`config.mk`:
```
export PLATFORM = sky130hd
export DESIGN_NAME = game_round_sequencer_flat
export DESIGN_NICKNAME = d
export VERILOG_FILES = /design/src/rtl/game_seq_pkg.sv /design/src/rtl/game_round_sequencer_if.sv /design/src/rtl/game_round_sequencer_move_tick_gen.sv /design/src/rtl/game_round_sequencer.sv /design/src/flat_wrapper.sv
export SDC_FILE = /design/constraint.sdc
export NUM_CORES = 1
export LEC_CHECK = 0
export CAP_MARGIN = 20
export CORE_AREA = 2 2 92 59
export CTS_CLUSTER_SIZE = 30
export DETAILED_ROUTE_END_ITERATION = 8
export DIE_AREA = 0 0 94 61
export PLACE_DENSITY_LB_ADDON = 0.2
export SETUP_SLACK_MARGIN = 0.15
export SYNTH_ARGS = -nofsm -noshare
export SYNTH_HDL_FRONTEND = slang
export SYNTH_HIERARCHICAL = 1
export SYNTH_SLANG_ARGS = --single-unit
export TNS_END_PERCENT = 10
```
`constraint.sdc`:
```
create_clock -name clk -period 6.4 [get_ports clk]
set_clock_uncertainty 0.05 [all_clocks]
set_input_delay 0.96 -clock clk [delete_from_list [all_inputs] [get_ports clk]]
set_output_delay 0.96 -clock clk [all_outputs]
set_load 0.05 [all_outputs]
```
`src/rtl/game_seq_pkg.sv`:
```
// ---------------------------------------------------------------------------
// game_seq_pkg
// Shared definitions for the game round sequencer:
//   - game_state_t : FSM state encoding driven onto game_state
//   - ST_W         : width of the game_state output
//   - RIGHT/LEFT/UP/DOWN : sprite direction constants used by the datapath
// Optional feature macro: GAME_SEQ_PAUSE_EN adds the PAUSE state (encoding
// of the other states does not change).
// ---------------------------------------------------------------------------
package game_seq_pkg;

    localparam int ST_W = 3;

    typedef enum logic [ST_W-1:0] {
        ST_IDLE        = 3'd0,
        ST_READY       = 3'd1,
        ST_PLAY        = 3'd2,
        ST_DYING       = 3'd3,
        ST_RESPAWN     = 3'd4,
        ST_LEVEL_CLEAR = 3'd5,
`ifdef GAME_SEQ_PAUSE_EN
        ST_GAME_OVER   = 3'd6,
        ST_PAUSE       = 3'd7
`else
        ST_GAME_OVER   = 3'd6
`endif
    } game_state_t;

    localparam logic [1:0] RIGHT = 2'd0;
    localparam logic [1:0] LEFT  = 2'd1;
    localparam logic [1:0] UP    = 2'd2;
    localparam logic [1:0] DOWN  = 2'd3;

endpackage

```
`src/rtl/game_round_sequencer_if.sv`:
```
// ---------------------------------------------------------------------------
// game_round_sequencer_if
// Bundles the game-event inputs and the control outputs of the sequencer.
//   master : the surrounding game logic (drives events, observes controls)
//   slave  : the sequencer itself
// Signals: frame_tick, start_btn, pacman_is_dead, food_eaten (events in);
//          pacman_move_en, ghost_move_en, sprite_reload, score_clear,
//          score_inc, lives, game_state, game_over (controls out).
// Optional feature macro: GAME_SEQ_PAUSE_EN adds pause_btn.
// ---------------------------------------------------------------------------
interface game_round_sequencer_if #(
    parameter int LIVES_W = 2
);
    import game_seq_pkg::*;

    logic               frame_tick;
    logic               start_btn;
    logic               pacman_is_dead;
    logic               food_eaten;
`ifdef GAME_SEQ_PAUSE_EN
    logic               pause_btn;
`endif
    logic               pacman_move_en;
    logic               ghost_move_en;
    logic               sprite_reload;
    logic               score_clear;
    logic               score_inc;
    logic [LIVES_W-1:0] lives;
    logic [ST_W-1:0]    game_state;
    logic               game_over;

`ifdef GAME_SEQ_PAUSE_EN
    modport master (
        output frame_tick, start_btn, pacman_is_dead, food_eaten, pause_btn,
        input  pacman_move_en, ghost_move_en, sprite_reload, score_clear,
               score_inc, lives, game_state, game_over
    );
    modport slave (
        input  frame_tick, start_btn, pacman_is_dead, food_eaten, pause_btn,
        output pacman_move_en, ghost_move_en, sprite_reload, score_clear,
               score_inc, lives, game_state, game_over
    );
`else
    modport master (
        output frame_tick, start_btn, pacman_is_dead, food_eaten,
        input  pacman_move_en, ghost_move_en, sprite_reload, score_clear,
               score_inc, lives, game_state, game_over
    );
    modport slave (
        input  frame_tick, start_btn, pacman_is_dead, food_eaten,
        output pacman_move_en, ghost_move_en, sprite_reload, score_clear,
               score_inc, lives, game_state, game_over
    );
`endif

endinterface

```
`src/rtl/game_round_sequencer_move_tick_gen.sv`:
```
// ---------------------------------------------------------------------------
// move_tick_gen
// Divides frame_tick by DIV and emits a registered 1-clk enable pulse on
// every DIV-th counted tick (first pulse on tick DIV after a clear).
// Ports:
//   clk, rst_n  : clock, asynchronous active-low reset
//   clr         : zero the divider count (takes priority over counting)
//   frame_tick  : tick to count
//   hold        : freeze the count and suppress pulses
//   en          : 1-clk enable pulse
// ---------------------------------------------------------------------------
module move_tick_gen #(
    parameter int DIV = 2
) (
    input  logic clk,
    input  logic rst_n,
    input  logic clr,
    input  logic frame_tick,
    input  logic hold,
    output logic en
);
    localparam int CW = (DIV > 1) ? $clog2(DIV) : 1;
    localparam logic [CW-1:0] LAST = CW'(DIV - 1);

    logic [CW-1:0] cnt_reg;
    logic          en_reg;

    always_ff @(posedge clk or negedge rst_n) begin
        if (!rst_n) begin
            cnt_reg <= '0;
            en_reg  <= 1'b0;
        end else if (clr) begin
            cnt_reg <= '0;
            en_reg  <= 1'b0;
        end else if (frame_tick && !hold) begin
            if (cnt_reg == LAST) begin
                cnt_reg <= '0;
                en_reg  <= 1'b1;
            end else begin
                cnt_reg <= cnt_reg + 1'b1;
                en_reg  <= 1'b0;
            end
        end else begin
            en_reg <= 1'b0;
        end
    end

    assign en = en_reg;

endmodule

```
`src/rtl/game_round_sequencer.sv`:
```
// ---------------------------------------------------------------------------
// game_round_sequencer
// Top-level game controller: idle/attract, ready countdown, play, death
// freeze, respawn, level clear and game over. Gates sprite movement through
// per-frame move enables, commands sprite reloads, drives score clear/inc
// and tracks lives and eaten food. All outputs are registered.
// Ports:
//   clk    : system clock, rising edge
//   rst_n  : asynchronous active-low reset
//   bus    : game_round_sequencer_if.slave (events in, controls out)
// Optional feature macro: GAME_SEQ_PAUSE_EN adds pause_btn and the PAUSE
// state (pause rise in PLAY toggles PLAY <-> PAUSE).
// ---------------------------------------------------------------------------
module game_round_sequencer
    import game_seq_pkg::*;
#(
    parameter int LIVES_INIT      = 3,
    parameter int LIVES_W         = 2,
    parameter int READY_TICKS     = 120,
    parameter int FREEZE_TICKS    = 90,
    parameter int PACMAN_MOVE_DIV = 2,
    parameter int GHOST_MOVE_DIV  = 3,
    parameter int FOOD_TOTAL      = 300,
    parameter int FOOD_W          = 10
) (
    input logic                   clk,
    input logic                   rst_n,
    game_round_sequencer_if.slave bus
);
    localparam int CNT_MAX = (READY_TICKS > FREEZE_TICKS) ? READY_TICKS : FREEZE_TICKS;
    localparam int CNT_W   = $clog2(CNT_MAX + 1);
    localparam logic [CNT_W-1:0]   READY_LAST  = CNT_W'(READY_TICKS - 1);
    localparam logic [CNT_W-1:0]   FREEZE_LAST = CNT_W'(FREEZE_TICKS - 1);
    localparam logic [FOOD_W-1:0]  FOOD_LAST   = FOOD_W'(FOOD_TOTAL);
    localparam logic [LIVES_W-1:0] LIVES_LOAD  = LIVES_W'(LIVES_INIT);

    game_state_t        state_reg, state_next;
    logic [CNT_W-1:0]   frame_cnt_reg, frame_cnt_next;
    logic [LIVES_W-1:0] lives_reg, lives_next;
    logic [FOOD_W-1:0]  food_cnt_reg, food_cnt_next;
    logic               start_prev_reg;
    logic               score_clear_reg, score_clear_next;
    logic               score_inc_reg, score_inc_next;
    logic               sprite_reload_reg, sprite_reload_next;
    logic               game_over_reg;
    logic               start_rise;
    logic               pause_rise;
    logic               move_clr;
    logic               move_hold;
    logic [1:0]         move_en;

    // Previous-level registers reset high so a button held through reset
    // has to be released and pressed again to count as an edge.
    assign start_rise = bus.start_btn && !start_prev_reg;

`ifdef GAME_SEQ_PAUSE_EN
    logic pause_prev_reg;

    always_ff @(posedge clk or negedge rst_n) begin
        if (!rst_n) begin
            pause_prev_reg <= 1'b1;
        end else begin
            pause_prev_reg <= bus.pause_btn;
        end
    end

    assign pause_rise = bus.pause_btn && !pause_prev_reg;
`else
    assign pause_rise = 1'b0;
`endif

    always_comb begin
        state_next       = state_reg;
        frame_cnt_next   = frame_cnt_reg;
        lives_next       = lives_reg;
        food_cnt_next    = food_cnt_reg;
        score_clear_next = 1'b0;
        score_inc_next   = 1'b0;

        case (state_reg)
            ST_IDLE, ST_GAME_OVER: begin
                if (start_rise) begin
                    state_next       = ST_READY;
                    score_clear_next = 1'b1;
                    lives_next       = LIVES_LOAD;
                    food_cnt_next    = '0;
                end
            end
            ST_READY: begin
                if (bus.frame_tick) begin
                    if (frame_cnt_reg == READY_LAST) begin
                        state_next = ST_PLAY;
                    end else begin
                        frame_cnt_next = frame_cnt_reg + 1'b1;
                    end
                end
            end
            ST_PLAY: begin
                // Death wins over a pellet in the same cycle; that pellet is lost.
                if (bus.pacman_is_dead) begin
                    state_next = ST_DYING;
                    lives_next = (lives_reg == '0) ? '0 : lives_reg - 1'b1;
                end else begin
                    if (bus.food_eaten) begin
                        score_inc_next = 1'b1;
                        food_cnt_next  = food_cnt_reg + 1'b1;
                        if (food_cnt_next == FOOD_LAST) begin
                            state_next = ST_LEVEL_CLEAR;
                        end
                    end
`ifdef GAME_SEQ_PAUSE_EN
                    if (pause_rise && state_next == ST_PLAY) begin
                        state_next = ST_PAUSE;
                    end
`endif
                end
            end
            ST_DYING: begin
                if (bus.frame_tick) begin
                    if (frame_cnt_reg == FREEZE_LAST) begin
                        state_next = (lives_reg == '0) ? ST_GAME_OVER : ST_RESPAWN;
                    end else begin
                        frame_cnt_next = frame_cnt_reg + 1'b1;
                    end
                end
            end
            ST_RESPAWN: begin
                state_next = ST_READY;
            end
            ST_LEVEL_CLEAR: begin
                if (bus.frame_tick) begin
                    if (frame_cnt_reg == FREEZE_LAST) begin
                        state_next    = ST_READY;
                        food_cnt_next = '0;
                    end else begin
                        frame_cnt_next = frame_cnt_reg + 1'b1;
                    end
                end
            end
`ifdef GAME_SEQ_PAUSE_EN
            ST_PAUSE: begin
                if (pause_rise) begin
                    state_next = ST_PLAY;
                end
            end
`endif
            default: begin
                state_next = ST_IDLE;
            end
        endcase

        // Every state starts its frame count from zero; a tick on the
        // transition edge belongs to the state being left.
        if (state_next != state_reg) begin
            frame_cnt_next = '0;
        end
    end

    // Sprites sit at their start positions in every state that is not
    // live gameplay or the death freeze.
    always_comb begin
        case (state_next)
            ST_PLAY, ST_DYING: sprite_reload_next = 1'b0;
`ifdef GAME_SEQ_PAUSE_EN
            ST_PAUSE:          sprite_reload_next = 1'b0;
`endif
            default:           sprite_reload_next = 1'b1;
        endcase
    end

    always_ff @(posedge clk or negedge rst_n) begin
        if (!rst_n) begin
            state_reg         <= ST_IDLE;
            frame_cnt_reg     <= '0;
            lives_reg         <= LIVES_LOAD;
            food_cnt_reg      <= '0;
            start_prev_reg    <= 1'b1;
            score_clear_reg   <= 1'b0;
            score_inc_reg     <= 1'b0;
            sprite_reload_reg <= 1'b1;
            game_over_reg     <= 1'b0;
        end else begin
            state_reg         <= state_next;
            frame_cnt_reg     <= frame_cnt_next;
            lives_reg         <= lives_next;
            food_cnt_reg      <= food_cnt_next;
            start_prev_reg    <= bus.start_btn;
            score_clear_reg   <= score_clear_next;
            score_inc_reg     <= score_inc_next;
            sprite_reload_reg <= sprite_reload_next;
            game_over_reg     <= (state_next == ST_GAME_OVER);
        end
    end

    // Dividers restart in READY, count only on ticks where play continues
    // (so a tick on the edge leaving PLAY produces no stray enable), and
    // keep their phase through PAUSE.
    assign move_clr  = (state_reg == ST_READY);
    assign move_hold = !((state_reg == ST_PLAY) && (state_next == ST_PLAY));

    generate
        for (genvar gi = 0; gi < 2; gi++) begin : g_move
            localparam int DIV_SEL = (gi == 0) ? PACMAN_MOVE_DIV : GHOST_MOVE_DIV;
            move_tick_gen #(
                .DIV(DIV_SEL)
            ) u_move_tick_gen (
                .clk       (clk),
                .rst_n     (rst_n),
                .clr       (move_clr),
                .frame_tick(bus.frame_tick),
                .hold      (move_hold),
                .en        (move_en[gi])
            );
        end
    endgenerate

    assign bus.pacman_move_en = move_en[0];
    assign bus.ghost_move_en  = move_en[1];
    assign bus.sprite_reload  = sprite_reload_reg;
    assign bus.score_clear    = score_clear_reg;
    assign bus.score_inc      = score_inc_reg;
    assign bus.lives          = lives_reg;
    assign bus.game_state     = state_reg;
    assign bus.game_over      = game_over_reg;

endmodule

```
`src/flat_wrapper.sv`:
```
// flat-port wrapper written by rule: the top's interface ports become plain ports
module game_round_sequencer_flat import game_seq_pkg::*;
#(
    parameter int LIVES_INIT      = 3,
    parameter int LIVES_W         = 2,
    parameter int READY_TICKS     = 120,
    parameter int FREEZE_TICKS    = 90,
    parameter int PACMAN_MOVE_DIV = 2,
    parameter int GHOST_MOVE_DIV  = 3,
    parameter int FOOD_TOTAL      = 300,
    parameter int FOOD_W          = 10
)
  (clk, rst_n, bus_frame_tick, bus_start_btn, bus_pacman_is_dead, bus_food_eaten, bus_pacman_move_en, bus_ghost_move_en, bus_sprite_reload, bus_score_clear, bus_score_inc, bus_lives, bus_game_state, bus_game_over);
  game_round_sequencer_if #(.LIVES_W(LIVES_W)) bus_i ();
  input logic clk;
  input logic rst_n;
  input wire logic [$bits(bus_i.frame_tick)-1:0] bus_frame_tick;
  input wire logic [$bits(bus_i.start_btn)-1:0] bus_start_btn;
  input wire logic [$bits(bus_i.pacman_is_dead)-1:0] bus_pacman_is_dead;
  input wire logic [$bits(bus_i.food_eaten)-1:0] bus_food_eaten;
  output wire logic [$bits(bus_i.pacman_move_en)-1:0] bus_pacman_move_en;
  output wire logic [$bits(bus_i.ghost_move_en)-1:0] bus_ghost_move_en;
  output wire logic [$bits(bus_i.sprite_reload)-1:0] bus_sprite_reload;
  output wire logic [$bits(bus_i.score_clear)-1:0] bus_score_clear;
  output wire logic [$bits(bus_i.score_inc)-1:0] bus_score_inc;
  output wire logic [$bits(bus_i.lives)-1:0] bus_lives;
  output wire logic [$bits(bus_i.game_state)-1:0] bus_game_state;
  output wire logic [$bits(bus_i.game_over)-1:0] bus_game_over;
  assign bus_i.frame_tick = bus_frame_tick;
  assign bus_i.start_btn = bus_start_btn;
  assign bus_i.pacman_is_dead = bus_pacman_is_dead;
  assign bus_i.food_eaten = bus_food_eaten;
  assign bus_pacman_move_en = bus_i.pacman_move_en;
  assign bus_ghost_move_en = bus_i.ghost_move_en;
  assign bus_sprite_reload = bus_i.sprite_reload;
  assign bus_score_clear = bus_i.score_clear;
  assign bus_score_inc = bus_i.score_inc;
  assign bus_lives = bus_i.lives;
  assign bus_game_state = bus_i.game_state;
  assign bus_game_over = bus_i.game_over;
  game_round_sequencer #(.LIVES_INIT(LIVES_INIT), .LIVES_W(LIVES_W), .READY_TICKS(READY_TICKS), .FREEZE_TICKS(FREEZE_TICKS), .PACMAN_MOVE_DIV(PACMAN_MOVE_DIV), .GHOST_MOVE_DIV(GHOST_MOVE_DIV), .FOOD_TOTAL(FOOD_TOTAL), .FOOD_W(FOOD_W)) u_core (.clk(clk), .rst_n(rst_n), .bus(bus_i));
endmodule
```
==> results of run 1 <==
worst max path at each step:
stage | startpoint | slack [ns] | to | depth (start not counted)
after floorplan | u_core/bus.game_state[1]$_DFF_PN0_ | 3.79 | u_core/g_move[0].u_move_tick_gen/cnt_reg$_DFFE_PN0P_ | 9
after global placement | bus_start_btn | 3.01 | u_core/frame_cnt_reg[4]$_DFFE_PN0P_ | 7
after detailed placement | bus_start_btn | 2.94 | u_core/frame_cnt_reg[0]$_DFFE_PN0P_ | 7
after CTS | bus_start_btn | 3.24 | u_core/frame_cnt_reg[0]$_DFFE_PN0P_ | 7
after global routing | bus_start_btn | 3.10 | u_core/frame_cnt_reg[3]$_DFFE_PN0P_ | 7
final | bus_start_btn | 3.22 | u_core/frame_cnt_reg[0]$_DFFE_PN0P_ | 7
routing by layer:
layer	vias up	share of wire, %
met4	0	0.27
met5	-	0
met1	732	56
met3	2	7.8
li1	783	-
met2	59	36
layout by cell type, fill, tap and decap left out, types with 3 or more instances in the layout:
master / Yosys / layout
a21oi_1: 9 / 9
a31oi_1: 3 / 3
and3_1: 3 / 3
and3b_1: 4 / 4
clkbuf_8: 0 / 5
clkdlybuf4s50_1: 0 / 16
dfrtp_1: 28 / 28
dfstp_2: 4 / 4
ha_1: 4 / 4
inv_1: 11 / 11
nand2_1: 12 / 12
nand2b_1: 3 / 3
nand3_1: 6 / 6
nand3b_1: 6 / 6
nand4_1: 6 / 6
nor2_1: 16 / 16
nor2b_1: 3 / 3
nor3_1: 9 / 9
o21ai_0: 20 / 20
o31ai_1: 3 / 3
or3b_2: 3 / 3
xnor2_1: 3 / 3
xor2_1: 4 / 4
logic make-up (layout without fill, tap and decap cells):
| logic type | after synthesis | count (layout) | synth area share (%) |
|---|---|---|---|
| AO/OA/AOI/OAI | 51 | 51 | 18.5 |
| AND/OR/NAND/NOR | 88 | 88 | 27.7 |
| XOR/XNOR | 8 | 8 | 4.00 |
| flip-flops | 32 | 32 | 41.6 |
| buffers and inverters | 18 | 36 | 4.32 |
| multiplexers | 2 | 2 | 1.29 |
| adder cells (fa/ha/maj) | 4 | 4 | 2.58 |
critical path, stage by stage:
cell and delay (ns):
clkdlybuf4s50_1 0.50, nor2b_1 0.20, or3b_2 0.53, nand4_1 0.23, nor4_1 0.09, o311ai_2 0.62
nor3_1 0.13
per-stage QoR:
stage          total power (µW)  utilization [%]
3_3_place_gp                440             44.0
5_1_grt                     668             46.2
6_report                    628             46.2
3_5_place_dp                443             44.0
4_1_cts                     634             46.2
2_1_floorplan               395                -
where the power goes:
part	switching (µW)	leakage, µW	total, µW	internal, µW
sequential	45.8	0.000414	286	240
clock	72.0	0.0000552	188	115
combinational	88.0	0.000464	155	66.5
total	206	0.000933	628	422
area by class of cell:
| class | count | area share [%] |
|---|---|---|
| multi-input cells | 153 | 46.5 |
| clock buffers | 6 | 3.22 |
| flip-flops and latches | 32 | 35.8 |
| well taps | 66 | 3.66 |
| clock inverters | 2 | 1.55 |
| inverters | 11 | 1.83 |
| repair buffers | 17 | 7.44 |
==> results.md, run 1 <==
* # hold bufs at CTS at 0
* Reg2Reg Depth at 7
* Setup WS post-layout at between 3 and 4 ns
* Unrepaired setup endpoints after global routing: false
* Maximum vdd drop at between 0.00008 and 0.00009 V
* Net count, final at 230
* Drt initial violations at 170
* Io pins at 17
* Via count at approximately 1600
* Top cells by area, synth: dfrtp_1, dfstp_2, o21ai_0
* Fmax at approximately 310 MHz
* YS warnings at 6
* Post-Syn Nets at ~210
* First-pass GRT wire length at 6940 µm
* Width of the die at ~94 µm
* Multi-input gate area at between 1000 and 1500 µm²
* Critical Path AT at ~3.3 ns
* Post-synthesis instance total at 203
* GRT Resource Usage Total at between 10% and 20%
* Hold Path Class: reg -> reg
* CP Data Required Time at 6.48 ns
* Synthesized flop and latch total at 32
* Least-Margin Pin Slew at approximately 0.7 ns
* Clock transition at path regs at ~0.07 ns
* Initial antenna violation count at 0
* Met2 Track Usage GR at a little under a fifth
* Synth cell types at 56
* RD Place Congestion at 0.785
* Max-cap violations at 0
* Core area at between 4000 and 5000 µm²
* PostCTS Resize Cnt at 0
* Top-count cell post-synth: dfrtp_1
* Largest net degree at the start of global routing at 33
* Leakage power at ~0.00093 µW
* First-pass DRT Iterations at 4
* Met1 Use GR at 26.7%
* Antenna Nets Post-Route at 0
* Average wire per cell in the routed design at between 10 and 15 µm
* Reg2Reg Setup Slack at 3.66 ns
* Inserted Diodes at 0
* Most used routing layer: met1
* Sequential area share after synthesis at between 40% and 50%
* Final setup viols at 0
* Placed Cells at between 200 and 300
* Ratio of cells with drive above 1 in the final layout at 12.2%
* Root buf cell: clkbuf_8
* Total Die Area at between 5000 and 6000 µm²
* Final period util at about half
* Startpoint types: input pin
* Num rows at 20
* Synthesized cell area at just under 2000 µm²
* Cell taking the most area after synthesis: dfrtp_1
* Slew margin rel. at between 50 and 60%
* Vias in the first global route at between 1000 and 1500
* Filler cell count at between 400 and 500
* Synth Flop Type: dfrtp_1
* Post-layout minimum cycle time at between 3 and 4 ns
* Max-slew violation count at 0
* CTS Sinks at 32
* P per Cell Area at ~280 nW/µm²
* Crit. End Element: register
* RR Startpoint: u_core/food_cnt_reg[0]$_DFFE_PN0P_
* Largest register FFs at 10
* Post-synth top area share at between 30% and 40%
* DIE HEIGHT at 61 µm
* Synthesis-to-layout area growth at 16.3%
* Worst-Skew Late Latency at approximately 0.28 ns
* Worst Setup Path Type: in -> reg
* Setup slack at placement at slightly below 3 ns
* Reg2reg end: u_core/frame_cnt_reg[0]$_DFFE_PN0P_
* Post-synthesis async set-or-reset flop share at 100%
* Post-synth EDFFs at 0
* Hold-critical path depth at 1
* Total gr overflow at 0
* Final std cells w/o fill at 287
* HPWL after DPL at roughly 3100 µm
* DR DRC count at 0
* Clock Tree Buf Depth at 2
* Hold path endpoint: u_core/g_move[1].u_move_tick_gen/en$_DFF_PN0_
* Outcome: complete, no violations
* Worst-path maximum fanout at 7
* Initial Util at 39.7%
* DR vias/cell at between 5 and 6
* Register area at a little over 800 µm²
* IO buf count at 16
* CTS tree: yes
* Design Area, Final at between 2000 and 2500 µm²
* Synthesized area per cell at 9.55 µm²
* Hold Startpoint: u_core/g_move[1].u_move_tick_gen/cnt_reg[0]$_DFFE_PN0P_
* Grt met3 use at around 4.8%
* Total routed wirelength at slightly above 4000 µm
* Clock buffer count from CTS at 5
* Setup TNS at 0 ns
* Post-DP Area at about 2100 µm²
* Post-CTS setup buffer count at 0
* Fin. Hold Viols at 0
* Synth cell count leaders: dfrtp_1, o21ai_0, nor2_1
* Min Hold Slack at 0.446 ns
* CTS H-tree lvls at 2
Power figures use the tool's default switching activity.
==> run 2: changes to the inputs <==
==> constraint.sdc (replaced) <==
create_clock -name clk -period 3 [get_ports clk]
set_clock_uncertainty 0.05 [all_clocks]
set_input_delay 0.45 -clock clk [delete_from_list [all_inputs] [get_ports clk]]
set_output_delay 0.45 -clock clk [all_outputs]
set_load 0.05 [all_outputs]
==> run 2 against run 1 <==
Worst hold slack better by 0.0081 ns; register-to-register slack worse by 3.3 ns; non-clock buffer count is 7 higher; count of clock-buffer cells in the layout is 1 lower; final area is 2.7% higher; via count is 0.32% higher; sequential share of layout area is 0.87 points lower; total power is 120% higher.
==> results.md, run 2 (synthesized netlist as in run 1, its figures left out) <==
* Average wire per cell in the routed design at between 10 and 15 µm
* DIE HEIGHT at roughly 60 µm
* Most frequent cells in the layout: dfrtp_1, o21ai_0, clkdlybuf4s50_1, nor2_1, nand2_1
* Post-layout minimum cycle time at 2.61 ns
* Vias in the first global route at roughly 1400
* Core area at just under 5000 µm²
* CTS H-tree lvls at 2
* CP Data Required Time at about 3.1 ns
* Met1 Use GR at between 20 and 30%
* Io pins at 17
* Antenna Nets Post-Route at 0
* P per Cell Area at approximately 590 nW/µm²
* HPWL after DPL at approximately 3200 µm
* Clock transition at path regs at 0.07 ns
* Inserted Diodes at 0
* Num rows at 20
* Maximum vdd drop at ~0.00026 V
* Outcome: complete, no violations
* Slowest CP cell: dfrtp_1
* First-pass GRT wire length at between 7000 and 8000 µm
* IO buf count at 16
* Leakage power at ~0.00096 µW
* Fin. Hold Viols at 0
* Hold Path Class: reg -> reg
* Placed Cells at 284
* Synthesis-to-layout area growth at 19.4%
* Reg2reg end: u_core/frame_cnt_reg[1]$_DFFE_PN0P_
* Least-Margin Pin Slew at between 0.6 and 0.7 ns
* Worst Path Buf+Inv at 1
* Crit. End Element: register
* Worst Setup Path Type: reg -> reg
* Root buf cell: clkbuf_8
* Max-slew violation count at 0
* Total Die Area at 5730 µm²
* DR DRC count at 0
* Unrepaired setup endpoints after global routing: false
* Final std cells w/o fill at just under 300
* Startpoint types: register
* Initial antenna violation count at 0
* Fmax at around 380 MHz
* CTS Sinks at 32
* Reg2Reg Depth at 7
* Initial Util at between 30% and 40%
* Ratio of cells with drive above 1 in the final layout at roughly 16%
* Largest register FFs at 10
* Total routed wirelength at around 4400 µm
* Clock buffer count from CTS at 5
* Critical Path Sink: u_core/frame_cnt_reg[1]$_DFFE_PN0P_
* Largest net degree at the start of global routing at 33
* Most used routing layer: met1
* Total gr overflow at 0
* Crit path largest cell delay at about 0.56 ns
* Max-cap violations at 0
* Worst-path maximum fanout at 14
* RD Place Congestion at 0.811
* Worst-Skew Late Latency at 0.29 ns
* CP Depth at 7
* Min Hold Slack at 0.454 ns
* # hold bufs at CTS at 0
* Met2 Track Usage GR at a little over a fifth
* DR vias/cell at 5.38
* Via count at 1581
* Slew margin rel. at just under 60%
* RR Startpoint: u_core/bus.game_state[1]$_DFF_PN0_
* Critical Path AT at roughly 2.7 ns
* First-pass DRT Iterations at 4
* Reg2Reg Setup Slack at between 0.3 and 0.4 ns
* Most common cell after layout, fill and taps aside: dfrtp_1
* CTS tree: yes
* Width of the die at between 90 and 100 µm
* Filler cell count at 474
* Worst Setup SP: u_core/bus.game_state[1]$_DFF_PN0_
* Setup WS post-layout at a little under 0.4 ns
* Critical Path, Cell by Cell: or3b_2 -> or4_1 -> nand3_1 -> or4b_1 -> o311ai_2 -> buf_4 -> a2111oi_2
* Grt met3 use at slightly below 5%
* Drt initial violations at approximately 130
* Final setup viols at 0
* Clock Tree Buf Depth at 2
* Net count, final at approximately 240
* Setup slack at placement at 0.0401 ns
* Crit path max-delay family: simple AND/OR/NAND/NOR gates
* Final period util at between 80% and 90%
* GRT Resource Usage Total at between 10% and 20%
* Hold-critical path depth at 2
* Setup TNS at 0 ns
==> run 2: metrics by stage <==
stage	power [µW]	util, %	area (µm²)
after floorplan	842	-	1940
after global placement	944	44.7	2180
after detailed placement	951	44.7	2180
after CTS	1370	47.0	2290
after global routing	1450	47.4	2310
final	1370	47.4	2310
==> run 2: worst register-to-register path: cells and delay by family (launching register included) <==
kind	cells	cell delay (ns)
DFF	1	0.56
buffers and inverters	1	0.18
and+or+nand+nor	4	1.41
AOI/OAI and AO/OA	2	0.32
==> run 2: area by class of cell <==
| class | count | area [µm²] | area share [%] |
|---|---|---|---|
| Timing Repair Buffer | 24 | 220 | 9.52 |
| Clock inverter | 3 | 42.5 | 1.84 |
| Tap cell | 66 | 82.6 | 3.57 |
| Multi-Input combinational cell | 153 | 1050 | 45.4 |
| Clock buffer | 5 | 68.8 | 2.97 |
| Inverter | 11 | 41.3 | 1.78 |
| Sequential cell | 32 | 807 | 34.9 |
==> run 2: worst min-delay path by stage <==
stage,startpoint,end,slack [ns]
3_5_place_dp,u_core/g_move[1].u_move_tick_gen/cnt_reg[0]$_DFFE_PN0P_,u_core/g_move[1].u_move_tick_gen/en$_DFF_PN0_,0.44
4_1_cts,u_core/g_move[1].u_move_tick_gen/cnt_reg[0]$_DFFE_PN0P_,u_core/g_move[1].u_move_tick_gen/en$_DFF_PN0_,0.45
2_1_floorplan,rst_n,u_core/bus.game_over$_DFF_PN0_,0.10
5_1_grt,u_core/g_move[1].u_move_tick_gen/cnt_reg[0]$_DFFE_PN0P_,u_core/g_move[1].u_move_tick_gen/en$_DFF_PN0_,0.49
3_3_place_gp,u_core/g_move[1].u_move_tick_gen/cnt_reg[0]$_DFFE_PN0P_,u_core/g_move[1].u_move_tick_gen/en$_DFF_PN0_,0.44
6_report,u_core/bus.lives[1]$_DFFE_PN1P_,u_core/bus.lives[1]$_DFFE_PN1P_,0.45
==> run 2: where the power goes <==
group          internal (µW)  total, µW  switching [µW]
clock                    246        415             170
sequential               513        606            93.1
combinational            151        344             193
==> run 2: layer usage <==
layer	vias to the layer above	wire length [µm]
li1	794	-
met1	748	2560
met2	35	1550
met3	4	232
met4	0	26
met5	-	0
==> run 2: timing repair <==
item / CTS / global route
setup buffers: 0 / 2
setup endpoints to repair: 0 / 7
gates resized for setup: 0 / 2
==> run 3: changes to the inputs <==
--- a/config.mk
+++ b/config.mk
@@ -7,10 +7,11 @@
 export LEC_CHECK = 0
 export CAP_MARGIN = 20
 export CORE_AREA = 2 2 92 59
-export CTS_CLUSTER_SIZE = 30
+export CTS_CLUSTER_SIZE = 40
 export DETAILED_ROUTE_END_ITERATION = 8
 export DIE_AREA = 0 0 94 61
 export PLACE_DENSITY_LB_ADDON = 0.2
+export REMOVE_ABC_BUFFERS = 1
 export SETUP_SLACK_MARGIN = 0.15
 export SYNTH_ARGS = -nofsm -noshare
 export SYNTH_HDL_FRONTEND = slang
==> run 3 against run 2 <==
Flip-flop and latch count is the same; critical endpoint unchanged; largest cell class unchanged; sequential share of layout area grew 0.15 points; combinational power shrank 1%; total power shrank 5.2%; critical path depth is the same; final cell count grew 0.34%; clock power shrank 15%; via count grew 1.4%; fmax grew 0.23%; register-to-register slack is essentially flat; utilization shrank 0.28 points.
==> results.md, run 3 (synthesized netlist as in run 1, its figures left out) <==
* Fin. Hold Viols at 0
* Multi-input gate area at roughly 1000 µm²
* Net count, final at about 240
* P per Cell Area at roughly 560 nW/µm²
* Width of the die at between 90 and 100 µm
* # hold bufs at CTS at 0
* Filler cell count at ~460
* IO buf count at 16
* Layout Utilization at between 40% and 50%
* Total Die Area at ~5700 µm²
* CTS tree: yes
* Clock transition at path regs at roughly 0.07 ns
* Fmax at between 300 and 400 MHz
* Ratio of cells with drive above 1 in the final layout at 15.3%
* DIE HEIGHT at 61 µm
* Average wire per cell in the routed design at between 10 and 15 µm
* First-pass GRT wire length at between 7000 and 8000 µm
* Startpoint types: register
* Setup WS post-layout at 0.395 ns
* Worst-path maximum fanout at 14
* CTS H-tree lvls at 2
* Antenna Nets Post-Route at 0
* CTS Sinks at 32
* Grt met3 use at under 10%
* DR vias/cell at about 5.4
* Synthesis-to-layout area growth at 18.7%
* Least-Margin Pin Slew at 0.613 ns
* Via count at between 1500 and 2000
* PostCTS Resize Cnt at 0
* Hold Path Class: reg -> reg
* Most used routing layer: met1
* CP Data Required Time at roughly 3.1 ns
* Max-slew violation count at 0
* Vias in the first global route at approximately 1400
* Worst-Skew Late Latency at about 0.29 ns
* Num rows at 20
* Clock buffer count from CTS at 5
* Initial Util at 39.7%
* Unrepaired setup endpoints after global routing: false
* Largest register FFs at 10
* Initial antenna violation count at 0
* Register area at between 800 and 900 µm²
* RD Place Congestion at between 0.8 and 0.9
* Max-cap violations at 0
* Final period util at 86.8%
* Io pins at 17
* Slew margin rel. at 58.5%
* Total gr overflow at 0
* Critical Path AT at ~2.7 ns
* Maximum vdd drop at approximately 0.0003 V
* Post-layout minimum cycle time at 2.61 ns
* Final Total Pwr at about 1300 µW
* Worst Setup Path Type: reg -> reg
* Setup TNS at 0 ns
* Crit. End Element: register
* Leakage power at 0.000962 µW
* Met1 Use GR at between 20 and 30%
* Most common cell after layout, fill and taps aside: dfrtp_1
* First-pass DRT Iterations at 4
* DR DRC count at 0
* Most frequent cells in the layout: dfrtp_1, o21ai_0, clkdlybuf4s50_1, nor2_1, nand2_1
* Final std cells w/o fill at between 200 and 300
* GRT Resource Usage Total at 17.0%
* Total routed wirelength at 4280 µm
* Core area at 4880 µm²
* Setup slack at placement at approximately 0.25 ns
* HPWL after DPL at ~3200 µm
* Drt initial violations at 128
* Met2 Track Usage GR at between 20% and 30%
* Post-CTS setup buffer count at 0
* Inserted Diodes at 0
* Root buf cell: clkbuf_8
* Largest net degree at the start of global routing at 33
* Placed Cells at roughly 290
* Clock Tree Buf Depth at 2
* Outcome: complete, no violations
* Final setup viols at 0
-- run 3: final timing paths --
| path | cells past startpoint | start | slack, ns | endpoint |
|---|---|---|---|---|
| worst max-delay path | 7 | u_core/bus.game_state[1]$_DFF_PN0_ | 0.39 | u_core/frame_cnt_reg[1]$_DFFE_PN0P_ |
| worst min-delay path | 1 | u_core/g_move[1].u_move_tick_gen/cnt_reg[0]$_DFFE_PN0P_ | 0.45 | u_core/g_move[1].u_move_tick_gen/en$_DFF_PN0_ |
| worst max register to register | 7 | u_core/bus.game_state[1]$_DFF_PN0_ | 0.39 | u_core/frame_cnt_reg[1]$_DFFE_PN0P_ |
| worst min register to register | 1 | u_core/g_move[1].u_move_tick_gen/cnt_reg[0]$_DFFE_PN0P_ | 0.45 | u_core/g_move[1].u_move_tick_gen/en$_DFF_PN0_ |
| max in group asynchronous | 2 | rst_n | 2.06 | u_core/bus.lives[1]$_DFFE_PN1P_ |
| min in group asynchronous | 2 | rst_n | 0.50 | u_core/g_move[1].u_move_tick_gen/cnt_reg[1]$_DFFE_PN0P_ |
-- run 3: metal layers --
| metal | vias up | wire, µm |
|---|---|---|
| met5 | - | 0 |
| met4 | 0 | 74 |
| met3 | 8 | 314 |
| met2 | 54 | 1430 |
| met1 | 742 | 2460 |
| li1 | 799 | - |
-- run 3: worst max-delay path: stages, from the launching register on --
cell,delay [ns]
dfrtp_1,0.56
or3b_2,0.56
or4_1,0.57
nand3_1,0.15
or4b_1,0.14
o311ai_2,0.09
buf_4,0.18
a2111oi_2,0.20
-- run 3: power breakdown --
| group | switching (µW) | total [µW] | internal, µW |
|---|---|---|---|
| Sequential | 89.2 | 602 | 513 |
| Combinational | 189 | 340 | 151 |
| Clock | 165 | 351 | 186 |
-- run 3: cell type report --
| class | instances | area share [%] |
|---|---|---|
| Multi-Input combinational cell | 153 | 45.6 |
| Sequential cell | 32 | 35.0 |
| Tap cell | 66 | 3.59 |
| Clock inverter | 1 | 0.326 |
| Clock buffer | 7 | 3.75 |
| Inverter | 11 | 1.80 |
| Timing Repair Buffer | 25 | 9.90 |
-- run 3: through the flow --
step	area (µm²)	hold WS [ns]
6_report	2300	0.454
3_3_place_gp	2210	0.440
5_1_grt	2300	0.479
2_1_floorplan	1900	0.104
3_5_place_dp	2210	0.449
4_1_cts	2300	0.461
